File: config.mk
export PLATFORM = sky130hd
export DESIGN_NAME = uart8_core_flat
export DESIGN_NICKNAME = d
export VERILOG_FILES = /design/src/rtl/uart8_core_if.sv /design/src/rtl/uart8_core.sv /design/src/flat_wrapper.sv
export SDC_FILE = /design/constraint.sdc
export NUM_CORES = 1
export LEC_CHECK = 0
export CAP_MARGIN = 20
export CORE_MARGIN = 2
export CORE_UTILIZATION = 50
export CTS_BUF_LIST = sky130_fd_sc_hd__clkbuf_2
export CTS_CLUSTER_DIAMETER = 120
export CTS_CLUSTER_SIZE = 40
export DETAILED_ROUTE_END_ITERATION = 8
export PLACE_DENSITY = 0.72
export SYNTH_ARGS = -nofsm -noshare
export SYNTH_HDL_FRONTEND = slang
export SYNTH_SLANG_ARGS = --single-unit
export TNS_END_PERCENT = 5
File: constraint.sdc
create_clock -name clk -period 2.6 [get_ports clk]
set_input_delay 0.78 -clock clk [delete_from_list [all_inputs] [get_ports clk]]
set_output_delay 0.78 -clock clk [all_outputs]
set_load 0.02 [all_outputs]
File: src/rtl/uart8_core_if.sv
// Byte-side and serial-pin signals of uart8_core, bundled for module ports.
// Handshake: txStart offers txIn; it is taken on an edge where the core is idle and txEn=1, seen as txBusy=1 after that edge. rxDone is a 1-clk valid strobe with no back-pressure.
interface uart8_core_if;
  logic       rxEn;
  logic       rxIn;
  logic       rxBusy;
  logic       rxDone;
  logic       rxErr;
  logic [7:0] rxOut;
  logic       txEn;
  logic       txStart;
  logic [7:0] txIn;
  logic       txBusy;
  logic       txDone;
  logic       txOut;
  logic [1:0] rxState;
  logic [1:0] txState;

  modport master (
    output rxEn, rxIn, txEn, txStart, txIn,
    input  rxBusy, rxDone, rxErr, rxOut, txBusy, txDone, txOut, rxState, txState
  );
  modport slave (
    input  rxEn, rxIn, txEn, txStart, txIn,
    output rxBusy, rxDone, rxErr, rxOut, txBusy, txDone, txOut, rxState, txState
  );
endinterface

File: src/rtl/uart8_core.sv
// 8N1 UART: 16x-oversampling receiver and 1x-baud transmitter, fully independent.
// rxState/txState expose the FSM states (0 idle, 1 start, 2 data, 3 stop).
module uart8_core #(
  parameter int CLOCK_RATE = 12000000,
  parameter int BAUD_RATE  = 9600
) (
  input logic         clk,
  input logic         rst,
  uart8_core_if.slave bus
);
  localparam int RXDIV = (CLOCK_RATE + 8 * BAUD_RATE) / (16 * BAUD_RATE);
  localparam int TXDIV = (CLOCK_RATE + BAUD_RATE / 2) / BAUD_RATE;
  localparam int RXW   = $clog2(RXDIV);
  localparam int TXW   = $clog2(TXDIV);
  localparam logic [RXW-1:0] RXLAST = RXW'(RXDIV - 1);
  localparam logic [TXW-1:0] TXLAST = TXW'(TXDIV - 1);

  typedef enum logic [1:0] {IDLE = 2'd0, START = 2'd1, DATA = 2'd2, STOP = 2'd3} stateT;

  // Receiver state
  stateT          rxSt;
  logic           rxMeta;
  logic           rxSync;
  logic [RXW-1:0] rxDivCnt;
  logic [3:0]     rxTickCnt;
  logic [2:0]     rxBitCnt;
  logic [7:0]     rxShift;
  logic           rxBusyR;
  logic           rxDoneR;
  logic           rxErrR;
  logic [7:0]     rxOutR;
  logic           rxTick;

  // Transmitter state
  stateT          txSt;
  logic [TXW-1:0] txDivCnt;
  logic [2:0]     txBitCnt;
  logic [7:0]     txShift;
  logic           txBusyR;
  logic           txDoneR;
  logic           txOutR;

  assign rxTick = (rxSt != IDLE) && (rxDivCnt == RXLAST);

  // Two-stage synchroniser; resets to the idle-high line level.
  always_ff @(posedge clk) begin
    if (rst) begin
      rxMeta <= 1'b1;
      rxSync <= 1'b1;
    end else begin
      rxMeta <= bus.rxIn;
      rxSync <= rxMeta;
    end
  end

  always_ff @(posedge clk) begin
    if (rst) begin
      rxSt      <= IDLE;
      rxDivCnt  <= '0;
      rxTickCnt <= '0;
      rxBitCnt  <= '0;
      rxShift   <= '0;
      rxBusyR   <= 1'b0;
      rxDoneR   <= 1'b0;
      rxErrR    <= 1'b0;
      rxOutR    <= 8'h00;
    end else begin
      rxDoneR <= 1'b0;
      rxErrR  <= 1'b0;
      if (!bus.rxEn) begin
        rxSt      <= IDLE;
        rxBusyR   <= 1'b0;
        rxDivCnt  <= '0;
        rxTickCnt <= '0;
      end else begin
        if (rxSt != IDLE) begin
          if (rxTick) rxDivCnt <= '0;
          else        rxDivCnt <= rxDivCnt + RXW'(1);
        end
        case (rxSt)
          IDLE: begin
            if (!rxSync) begin
              rxSt      <= START;
              rxDivCnt  <= '0;
              rxTickCnt <= '0;
            end
          end
          START: begin
            if (rxTick) begin
              if (rxTickCnt == 4'd7) begin
                rxTickCnt <= '0;
                if (!rxSync) begin
                  rxSt     <= DATA;
                  rxBusyR  <= 1'b1;
                  rxBitCnt <= '0;
                end else begin
                  rxSt <= IDLE;
                end
              end else begin
                rxTickCnt <= rxTickCnt + 4'd1;
              end
            end
          end
          DATA: begin
            if (rxTick) begin
              rxTickCnt <= rxTickCnt + 4'd1;
              if (rxTickCnt == 4'd15) begin
                rxShift  <= {rxSync, rxShift[7:1]};
                rxBitCnt <= rxBitCnt + 3'd1;
                if (rxBitCnt == 3'd7) rxSt <= STOP;
              end
            end
          end
          default: begin
            // Leave at mid-stop so a start edge right after it is not missed.
            if (rxTick) begin
              rxTickCnt <= rxTickCnt + 4'd1;
              if (rxTickCnt == 4'd15) begin
                rxSt    <= IDLE;
                rxBusyR <= 1'b0;
                if (rxSync) begin
                  rxOutR  <= rxShift;
                  rxDoneR <= 1'b1;
                end else begin
                  rxErrR <= 1'b1;
                end
              end
            end
          end
        endcase
      end
    end
  end

  always_ff @(posedge clk) begin
    if (rst) begin
      txSt     <= IDLE;
      txDivCnt <= '0;
      txBitCnt <= '0;
      txShift  <= '0;
      txBusyR  <= 1'b0;
      txDoneR  <= 1'b0;
      txOutR   <= 1'b1;
    end else begin
      txDoneR <= 1'b0;
      if (!bus.txEn) begin
        txSt     <= IDLE;
        txBusyR  <= 1'b0;
        txOutR   <= 1'b1;
        txDivCnt <= '0;
      end else if (txSt == IDLE) begin
        txOutR <= 1'b1;
        if (bus.txStart) begin
          txShift  <= bus.txIn;
          txBusyR  <= 1'b1;
          txOutR   <= 1'b0;
          txDivCnt <= '0;
          txSt     <= START;
        end
      end else if (txDivCnt != TXLAST) begin
        txDivCnt <= txDivCnt + TXW'(1);
      end else begin
        txDivCnt <= '0;
        case (txSt)
          START: begin
            txOutR   <= txShift[0];
            txShift  <= {1'b1, txShift[7:1]};
            txBitCnt <= '0;
            txSt     <= DATA;
          end
          DATA: begin
            if (txBitCnt == 3'd7) begin
              txOutR <= 1'b1;
              txSt   <= STOP;
            end else begin
              txOutR   <= txShift[0];
              txShift  <= {1'b1, txShift[7:1]};
              txBitCnt <= txBitCnt + 3'd1;
            end
          end
          default: begin
            // End of stop bit; a pending txStart chains the next frame with no gap.
            txDoneR <= 1'b1;
            if (bus.txStart) begin
              txShift <= bus.txIn;
              txOutR  <= 1'b0;
              txSt    <= START;
            end else begin
              txBusyR <= 1'b0;
              txSt    <= IDLE;
            end
          end
        endcase
      end
    end
  end

  assign bus.rxBusy  = rxBusyR;
  assign bus.rxDone  = rxDoneR;
  assign bus.rxErr   = rxErrR;
  assign bus.rxOut   = rxOutR;
  assign bus.txBusy  = txBusyR;
  assign bus.txDone  = txDoneR;
  assign bus.txOut   = txOutR;
  assign bus.rxState = rxSt;
  assign bus.txState = txSt;
endmodule

File: src/flat_wrapper.sv
// flat-port wrapper written by rule: the top's interface ports become plain ports
module uart8_core_flat 
#(
  parameter int CLOCK_RATE = 12000000,
  parameter int BAUD_RATE  = 9600
)
  (clk, rst, bus_rxEn, bus_rxIn, bus_txEn, bus_txStart, bus_txIn, bus_rxBusy, bus_rxDone, bus_rxErr, bus_rxOut, bus_txBusy, bus_txDone, bus_txOut, bus_rxState, bus_txState);
  uart8_core_if bus_i ();
  input logic clk;
  input logic rst;
  input wire logic [$bits(bus_i.rxEn)-1:0] bus_rxEn;
  input wire logic [$bits(bus_i.rxIn)-1:0] bus_rxIn;
  input wire logic [$bits(bus_i.txEn)-1:0] bus_txEn;
  input wire logic [$bits(bus_i.txStart)-1:0] bus_txStart;
  input wire logic [$bits(bus_i.txIn)-1:0] bus_txIn;
  output wire logic [$bits(bus_i.rxBusy)-1:0] bus_rxBusy;
  output wire logic [$bits(bus_i.rxDone)-1:0] bus_rxDone;
  output wire logic [$bits(bus_i.rxErr)-1:0] bus_rxErr;
  output wire logic [$bits(bus_i.rxOut)-1:0] bus_rxOut;
  output wire logic [$bits(bus_i.txBusy)-1:0] bus_txBusy;
  output wire logic [$bits(bus_i.txDone)-1:0] bus_txDone;
  output wire logic [$bits(bus_i.txOut)-1:0] bus_txOut;
  output wire logic [$bits(bus_i.rxState)-1:0] bus_rxState;
  output wire logic [$bits(bus_i.txState)-1:0] bus_txState;
  assign bus_i.rxEn = bus_rxEn;
  assign bus_i.rxIn = bus_rxIn;
  assign bus_i.txEn = bus_txEn;
  assign bus_i.txStart = bus_txStart;
  assign bus_i.txIn = bus_txIn;
  assign bus_rxBusy = bus_i.rxBusy;
  assign bus_rxDone = bus_i.rxDone;
  assign bus_rxErr = bus_i.rxErr;
  assign bus_rxOut = bus_i.rxOut;
  assign bus_txBusy = bus_i.txBusy;
  assign bus_txDone = bus_i.txDone;
  assign bus_txOut = bus_i.txOut;
  assign bus_rxState = bus_i.rxState;
  assign bus_txState = bus_i.txState;
  uart8_core #(.CLOCK_RATE(CLOCK_RATE), .BAUD_RATE(BAUD_RATE)) u_core (.clk(clk), .rst(rst), .bus(bus_i));
endmodule
==> run_results.csv, run 1 <==
group,metric,value,unit
setup_path,cpPeakStageDelay,640,ps
timing,slew-limit-headroom,52.9,%
synth,seq_area_frac_synth,41.1,%
floorplanning,die_height,83.0,microns
pwr,share_comb_of_total_power,8.2,%
drt,final_routed_drc_violation_total,0,
finish,final_cell_area,3710,sq um
timing,setup_violations,0,
min_path,hold_path.startpoint,"u_core.rxMeta$_SDFF_PP1_",
placement,postPlaceCellArea,3570,sq um
clock_network,tritoncts_buffer_count,9,
drt,routed-via-count,2524,
job,number_of_violations_of_the_max_capacitance_limit,0,
floorplanning,placement_rows,28,
clock_network,ctsRootBufferMaster,"clkbuf_2",
synth,yosys_register_bits,64,
setup_path,critical_path_required,1820,ps
synth,synthXorXnorAreaFrac,4.21,%
synth,syn-num-nets,366,
finish,num-fill-cells,503,
pwr,p_clk_share,37.8,%
floorplanning,dieArea,6890,sq um
placement,portBuffers,31,
timing,worst-slew-pin-transition,703,ps
setup_path,worstSetupEndpointType,"output pin",
pwr,net_load_switching_power,473,uW
pwr,switching_share,25.3,%
setup_path,crit_path_max_fanout,12,
drt,wl_per_cell,13.8,microns
setup_path,cp-startpoint,"u_core.bus.rxState[0]$_SDFFE_PP0P_",
grt,grt_max_degree,28,
synth,synthesis.yosys.warnings,0,
clock_network,h-tree-depth,3,
setup_path,rrSetupSlack,460,ps
grt,grt_pass1_vias,2335,
grt,global_route_wire_length_before_repair,10700,microns
pwr,share_seq_of_total_power,54.1,%
placement,dp.final_hpwl,4620,microns
synth,post_synthesis_cell_area,3120,sq um
synth,syn_inst,339,
floorplanning,initial_utilization,52.1,%
clock_network,cts.sinks,64,
min_path,hold_path_depth,1,
placement,setup_slack_after_placement,73.6,ps
grt,grt_antenna_before_repair,0,
setup_path,timing.reg2reg.worst_path_depth,5,
synth,ys_dominant_reg_cell,"dfxtp_1",
setup_path,buffers_plus_inverters_on_the_worst_setup_path,1,
timing,finalClockSkew,24.1,ps
finish,layout.nets,406,
pwr,power_density,503,nW/um^2
synth,post_synth_num_cell_types,56,
setup_path,crit_path_top_delay_cell,"clkdlybuf4s50_1",
drt,firstDrtPassIters,4,
timing,final.period_utilization,90.4,%
clock_network,hold_buffers,0,
outcome,status,"complete, no violations",
timing,min_period,2350,ps
grt,grtUsageTotal,18.8,%
drt,drt_iter0_markers,135,
finish,flow.area_growth_from_synthesis,18.9,%
timing,rsz0062_at_grt,"no",
clock_network,clockBufferDepth,2,
pwr,total_power,1870,uW
pwr,total_leakage_power,0.00148,uW
synth,yosys.area_share.simple,24.1,%
clock_network,insertion_delay,480,ps
synth,post_synth_main_area_contributors,"dfxtp_1 (41%), mux2i_1 (8.3%), nand2b_1 (5.6%), ha_1 (5.2%), nor2_1 (3.6%)",
synth,netlist.area_leader.share,41.1,%
setup_path,cp.arrival,1570,ps
setup_path,rr_endpoint,"u_core.txShift[6]$_SDFFE_PP0P_",
setup_path,worst_r2r_startpoint,"u_core.txDivCnt[0]$_SDFFE_PP0P_",
floorplanning,die_w,83.0,microns
setup_path,crit_chain,"clkdlybuf4s50_1",
timing,slew_violations,0,
synth,dominant_combinational_cell_family_by_area_after_synthesis,"simple AND/OR/NAND/NOR gates",
synth,adder_cell_share_of_the_synthesized_area,5.21,%
drt,routed_wire_length,6310,microns
synth,synth.mux.area_fraction,9.07,%
setup_path,crit_path_start_kind,"flop",
finish,layout.core_utilization,61.9,%
min_path,hold_end,"u_core.rxSync$_SDFF_PP1_",
floorplanning,core_area,5990,sq um
floorplanning,top_level_ports,32,
pwr,cell_internal_power,1390,uW
finish,layout-drive-gt1-share,12.5,%
drt,final_antenna_net_count,0,
timing,finalWorstSetupSlack,250,ps
synth,synth-edff-count,0,
timing,final.setup.tns,0,ps
placement,final_weighted_congestion_in_routability_driven_placement,0.837,
clock_network,cts.reportedPaths.clkPinSlew,190,ps
synth,synth_async_sr_flop_share,0,%
grt,overflow,0,
min_path,timing.hold.worst.class,"reg -> reg",
drt,drt-vias-per-instance,5.50,
timing,final_hold_viol_count,0,
setup_path,cpLargestDelayFamily,"buffers and inverters",
clock_network,cts_tree,"built",
pwr,peak_ir_drop_on_the_vdd_network,0.397,mV
setup_path,worstSetupPathType,"reg -> out",
timing,clock.fmax,426,MHz
synth,syn_area_per_cell,9.20,sq um
synth,synth-compound-area-share,13.1,%
finish,antenna_cells_inserted,0,
synth,yosysTopAreaCell,"dfxtp_1",
-- synthesized netlist by cell type (5+ instances only) --
cell type / count
xnor2_1: 6
nand2_1: 23
o2bb2ai_1: 8
or3_1: 5
o21ai_0: 7
mux2i_1: 26
nor3_1: 7
ha_1: 13
inv_1: 9
nand2b_1: 28
nand3_1: 8
a21oi_1: 18
clkbuf_1: 14
xor2_1: 9
nor2_1: 30
dfxtp_1: 64
-- per-stage QoR --
stage,hold WS (ps),instances
3_3_place_gp,398,443
5_1_grt,451,459
3_5_place_dp,395,443
6_report,435,459
4_1_cts,437,459
2_1_floorplan,389,339
-- cell usage in the layout (no fill, tap or decap), drive strengths merged, types with 11 or more instances in the layout --
cell type	n
dfxtp	64
nor2	30
nand2	23
mux2i	26
a21oi	18
clkdlybuf4s50	31
inv	11
ha	13
nand2b	28
buf	15
-- worst max path at each step --
| stage | depth (start not counted) | end |
|---|---|---|
| floorplan | 7 | u_core.txDivCnt[10]$_SDFFE_PP0P_ |
| global placement | 7 | u_core.txDivCnt[10]$_SDFFE_PP0P_ |
| detailed placement | 5 | u_core.bus.rxOut[0]$_SDFFE_PP0P_ |
| CTS | 1 | bus_rxState[0] |
| global route | 1 | bus_rxState[0] |
| finish | 1 | bus_rxState[0] |
-- state kept, by name (all words and copies together) (netlist names) --
signal and flops:
u_core.bus.txDone 1, u_core.rxMeta 1, u_core.bus.txBusy 1, u_core.rxBitCnt 3, u_core.txDivCnt 11, u_core.bus.rxDone 1
u_core.rxShift 8, u_core.bus.rxState 2, u_core.bus.rxErr 1, u_core.rxTickCnt 4, u_core.bus.rxBusy 1, u_core.bus.txOut 1
u_core.rxDivCnt 7, u_core.txShift 8, u_core.bus.txState 2, u_core.bus.rxOut 8, u_core.txBitCnt 3, u_core.rxSync 1
-- power groups by stage --
stage	clock (uW)	sequential, uW	combinational [uW]
finish	705	1010	152
detailed placement	0	1030	152
global placement	0	1030	150
floorplan	0	1030	91.3
CTS	718	1010	153
global route	759	1010	169
-- cells by family (layout without fill, tap and decap cells) --
logic type | Yosys count | after routing
simple gates | 136 | 136
fa+ha+maj | 13 | 13
flops | 64 | 64
compound gates | 57 | 57
xor+xnor | 15 | 15
mux | 28 | 28
buf+inv | 26 | 71
-- what timing repair did --
item / 4_1_cts / 5_1_grt
resized for setup: 0 / 1
endpoints found under the setup margin: 0 / 1
setup buffers: 0 / 0
-- layout make-up --
type                    count  area (sq um)  area share [%]
clock inverters             7          93.8            2.53
repair buffers             46           423            11.4
well taps                  75          93.8            2.53
inverters                   9          33.8           0.911
clock buffers               9          45.0            1.21
flip-flops and latches     64          1280            34.6
multi-input cells         249          1740            46.8
-- metal layers --
layer	part of all wire [%]	GRT usage, %	up-vias
met2	46	29.2	50
li1	-	-	1288
met4	1.2	7.15	0
met5	0	0	-
met3	3.4	4.27	7
met1	49	25.6	1179
Note: power is estimated with default switching activity, not from simulation.
==> run 2, diff against run 1 <==
--- a/config.mk
+++ b/config.mk
@@ -12,7 +12,8 @@
 export CTS_CLUSTER_DIAMETER = 120
 export CTS_CLUSTER_SIZE = 40
 export DETAILED_ROUTE_END_ITERATION = 8
-export PLACE_DENSITY = 0.72
+export DONT_BUFFER_PORTS = 1
+export PLACE_DENSITY = 0.65
 export SYNTH_ARGS = -nofsm -noshare
 export SYNTH_HDL_FRONTEND = slang
 export SYNTH_SLANG_ARGS = --single-unit
==> run_results.csv, run 2 (synthesized netlist as in run 1, its figures left out) <==
group,metric,value,unit
timing,final.period_utilization,85.4,%
drt,firstDrtPassIters,4,
clock_network,h-tree-depth,3,
floorplanning,die_height,83.0,microns
finish,sequential_cell_area,1280,sq um
finish,most-common-layout-cells,"dfxtp_1 (64), nor2_1 (30), nand2b_1 (28), mux2i_1 (26), nand2_1 (23)",
finish,commonest_non_fill_non_tap_cell_in_the_layout,"dfxtp_1",
pwr,share_seq_of_total_power,58.0,%
setup_path,cpPeakStageDelay,490,ps
clock_network,cts_setup_buffers,0,
placement,portBuffers,0,
floorplanning,core_area,5990,sq um
job,number_of_violations_of_the_max_capacitance_limit,0,
floorplanning,die_w,83.0,microns
placement,dp.final_hpwl,4020,microns
setup_path,worstSetupEndpointType,"flop",
drt,final_routed_drc_violation_total,0,
placement,postPlaceCellArea,3210,sq um
clock_network,cts.reportedPaths.clkPinSlew,200,ps
clock_network,cts-resized-gates,0,
min_path,timing.hold.worst.class,"in -> reg",
grt,grt_pass1_vias,2140,
clock_network,cts.sinks,64,
drt,drt-vias-per-instance,5.57,
setup_path,crit_chain,"ha_1 > or4b_4 > nor4_2 > a31oi_1 > o2bb2ai_1",
placement,final_weighted_congestion_in_routability_driven_placement,0.836,
finish,layout-drive-gt1-share,11.8,%
timing,slew-limit-headroom,54.3,%
timing,worst-slew-pin-transition,682,ps
timing,setup_violations,0,
pwr,total_leakage_power,0.00132,uW
finish,max_flop_register,"u_core.txDivCnt",
clock_network,hold_buffers,0,
drt,routed_wire_length,5740,microns
timing,hold-worst-slack,315,ps
floorplanning,placement_rows,28,
timing,final.setup.tns,0,ps
setup_path,critical_path_required,3040,ps
clock_network,clockBufferDepth,2,
pwr,switching_share,27.0,%
outcome,status,"complete, no violations",
setup_path,cp.arrival,2660,ps
finish,antenna_cells_inserted,0,
pwr,share_comb_of_total_power,6.0,%
grt,overflow,0,
floorplanning,dieArea,6890,sq um
finish,multi_input_area,1740,sq um
setup_path,crit_path_max_fanout,7,
setup_path,crit_path_top_delay_cell,"or4b_4",
drt,drt_iter0_markers,176,
pwr,cell_internal_power,1280,uW
pwr,p_clk_share,36.0,%
clock_network,tritoncts_buffer_count,9,
clock_network,cts_tree,"built",
drt,final_antenna_net_count,0,
floorplanning,top_level_ports,32,
timing,clock.fmax,450,MHz
pwr,net_load_switching_power,473,uW
pwr,total_power,1750,uW
setup_path,worstSetupPathType,"reg -> reg",
timing,rsz0062_at_grt,"no",
timing,final_hold_viol_count,0,
grt,global_route_wire_length_before_repair,10100,microns
setup_path,rrSetupSlack,380,ps
drt,wl_per_cell,13.6,microns
timing,finalClockSkew,19.9,ps
clock_network,ctsRootBufferMaster,"clkbuf_2",
floorplanning,initial_utilization,52.1,%
finish,flow.area_growth_from_synthesis,6.78,%
drt,routed-via-count,2343,
finish,num-fill-cells,527,
timing,slew_violations,0,
finish,final_cell_area,3330,sq um
grt,grt_antenna_before_repair,0,
pwr,power_density,525,nW/um^2
finish,number_of_flip_flops_in_the_largest_register,11,
grt,grt_max_degree,38,
pwr,peak_ir_drop_on_the_vdd_network,0.366,mV
finish,layout.nets,368,
clock_network,insertion_delay,510,ps
timing,min_period,2220,ps
setup_path,crit_path_start_kind,"flop",
grt,grtUsageTotal,17.6,%
finish,layout.core_utilization,55.6,%
==> run 2: changes by cell type in the layout (fill, tap and decap cells not counted), sizes merged <==
cell           before  now
clkdlybuf4s50      31    0
clkinv              2    1
bufinv              2    1
buf                15    8
clkinvlp            1    3
==> run 2: cell type report <==
type | instances | share of cell area, %
clock buffers | 9 | 1.35
clock inverters | 7 | 2.37
inverters | 9 | 1.01
multi-input cells | 249 | 52.2
flip-flops and latches | 64 | 38.5
well taps | 75 | 2.82
repair buffers | 8 | 1.80
==> run 2: worst paths after layout <==
| path | from | end | cells past startpoint |
|---|---|---|---|
| hold reg to reg | u_core.rxMeta$_SDFF_PP1_ | u_core.rxSync$_SDFF_PP1_ | 1 |
| setup / recovery | u_core.txDivCnt[0]$_SDFFE_PP0P_ | u_core.txShift[4]$_SDFFE_PP0P_ | 5 |
| hold / removal | rst | u_core.rxBitCnt[0]$_SDFFE_PP0P_ | 1 |
| setup reg to reg | u_core.txDivCnt[0]$_SDFFE_PP0P_ | u_core.txShift[4]$_SDFFE_PP0P_ | 5 |
==> run 2: power groups by stage <==
stage,logic [uW],clock network (uW),registers [uW]
final,104,630,1010
after global routing,118,702,1020
after CTS,105,660,1020
after detailed placement,104,0,1030
after global placement,103,0,1030
after floorplan,91.3,0,1030
==> run 2: critical path, delay by kind of cell, from the launching register on <==
kind | cells | cell delay (ps)
AND/OR/NAND/NOR | 2 | 940
flip-flops | 1 | 460
AO/OA/AOI/OAI | 2 | 590
adder cells (fa/ha/maj) | 1 | 160
==> run 2: through the flow <==
step / instances / worst slack [ps]
global placement: 405 / 482
floorplan: 339 / 393
detailed placement: 405 / 477
global route: 421 / 253
finish: 421 / 379
CTS: 421 / 420
==> run 2: per-layer routing <==
layer	vias up	share of wire, %	global-route usage (%)	wire length [microns]
li1	1212	-	-	-
met1	1063	50	24.5	2850
met2	59	42	25.0	2430
met3	9	7.0	6.76	403
met4	0	1.2	5.37	70
met5	-	0	0	0
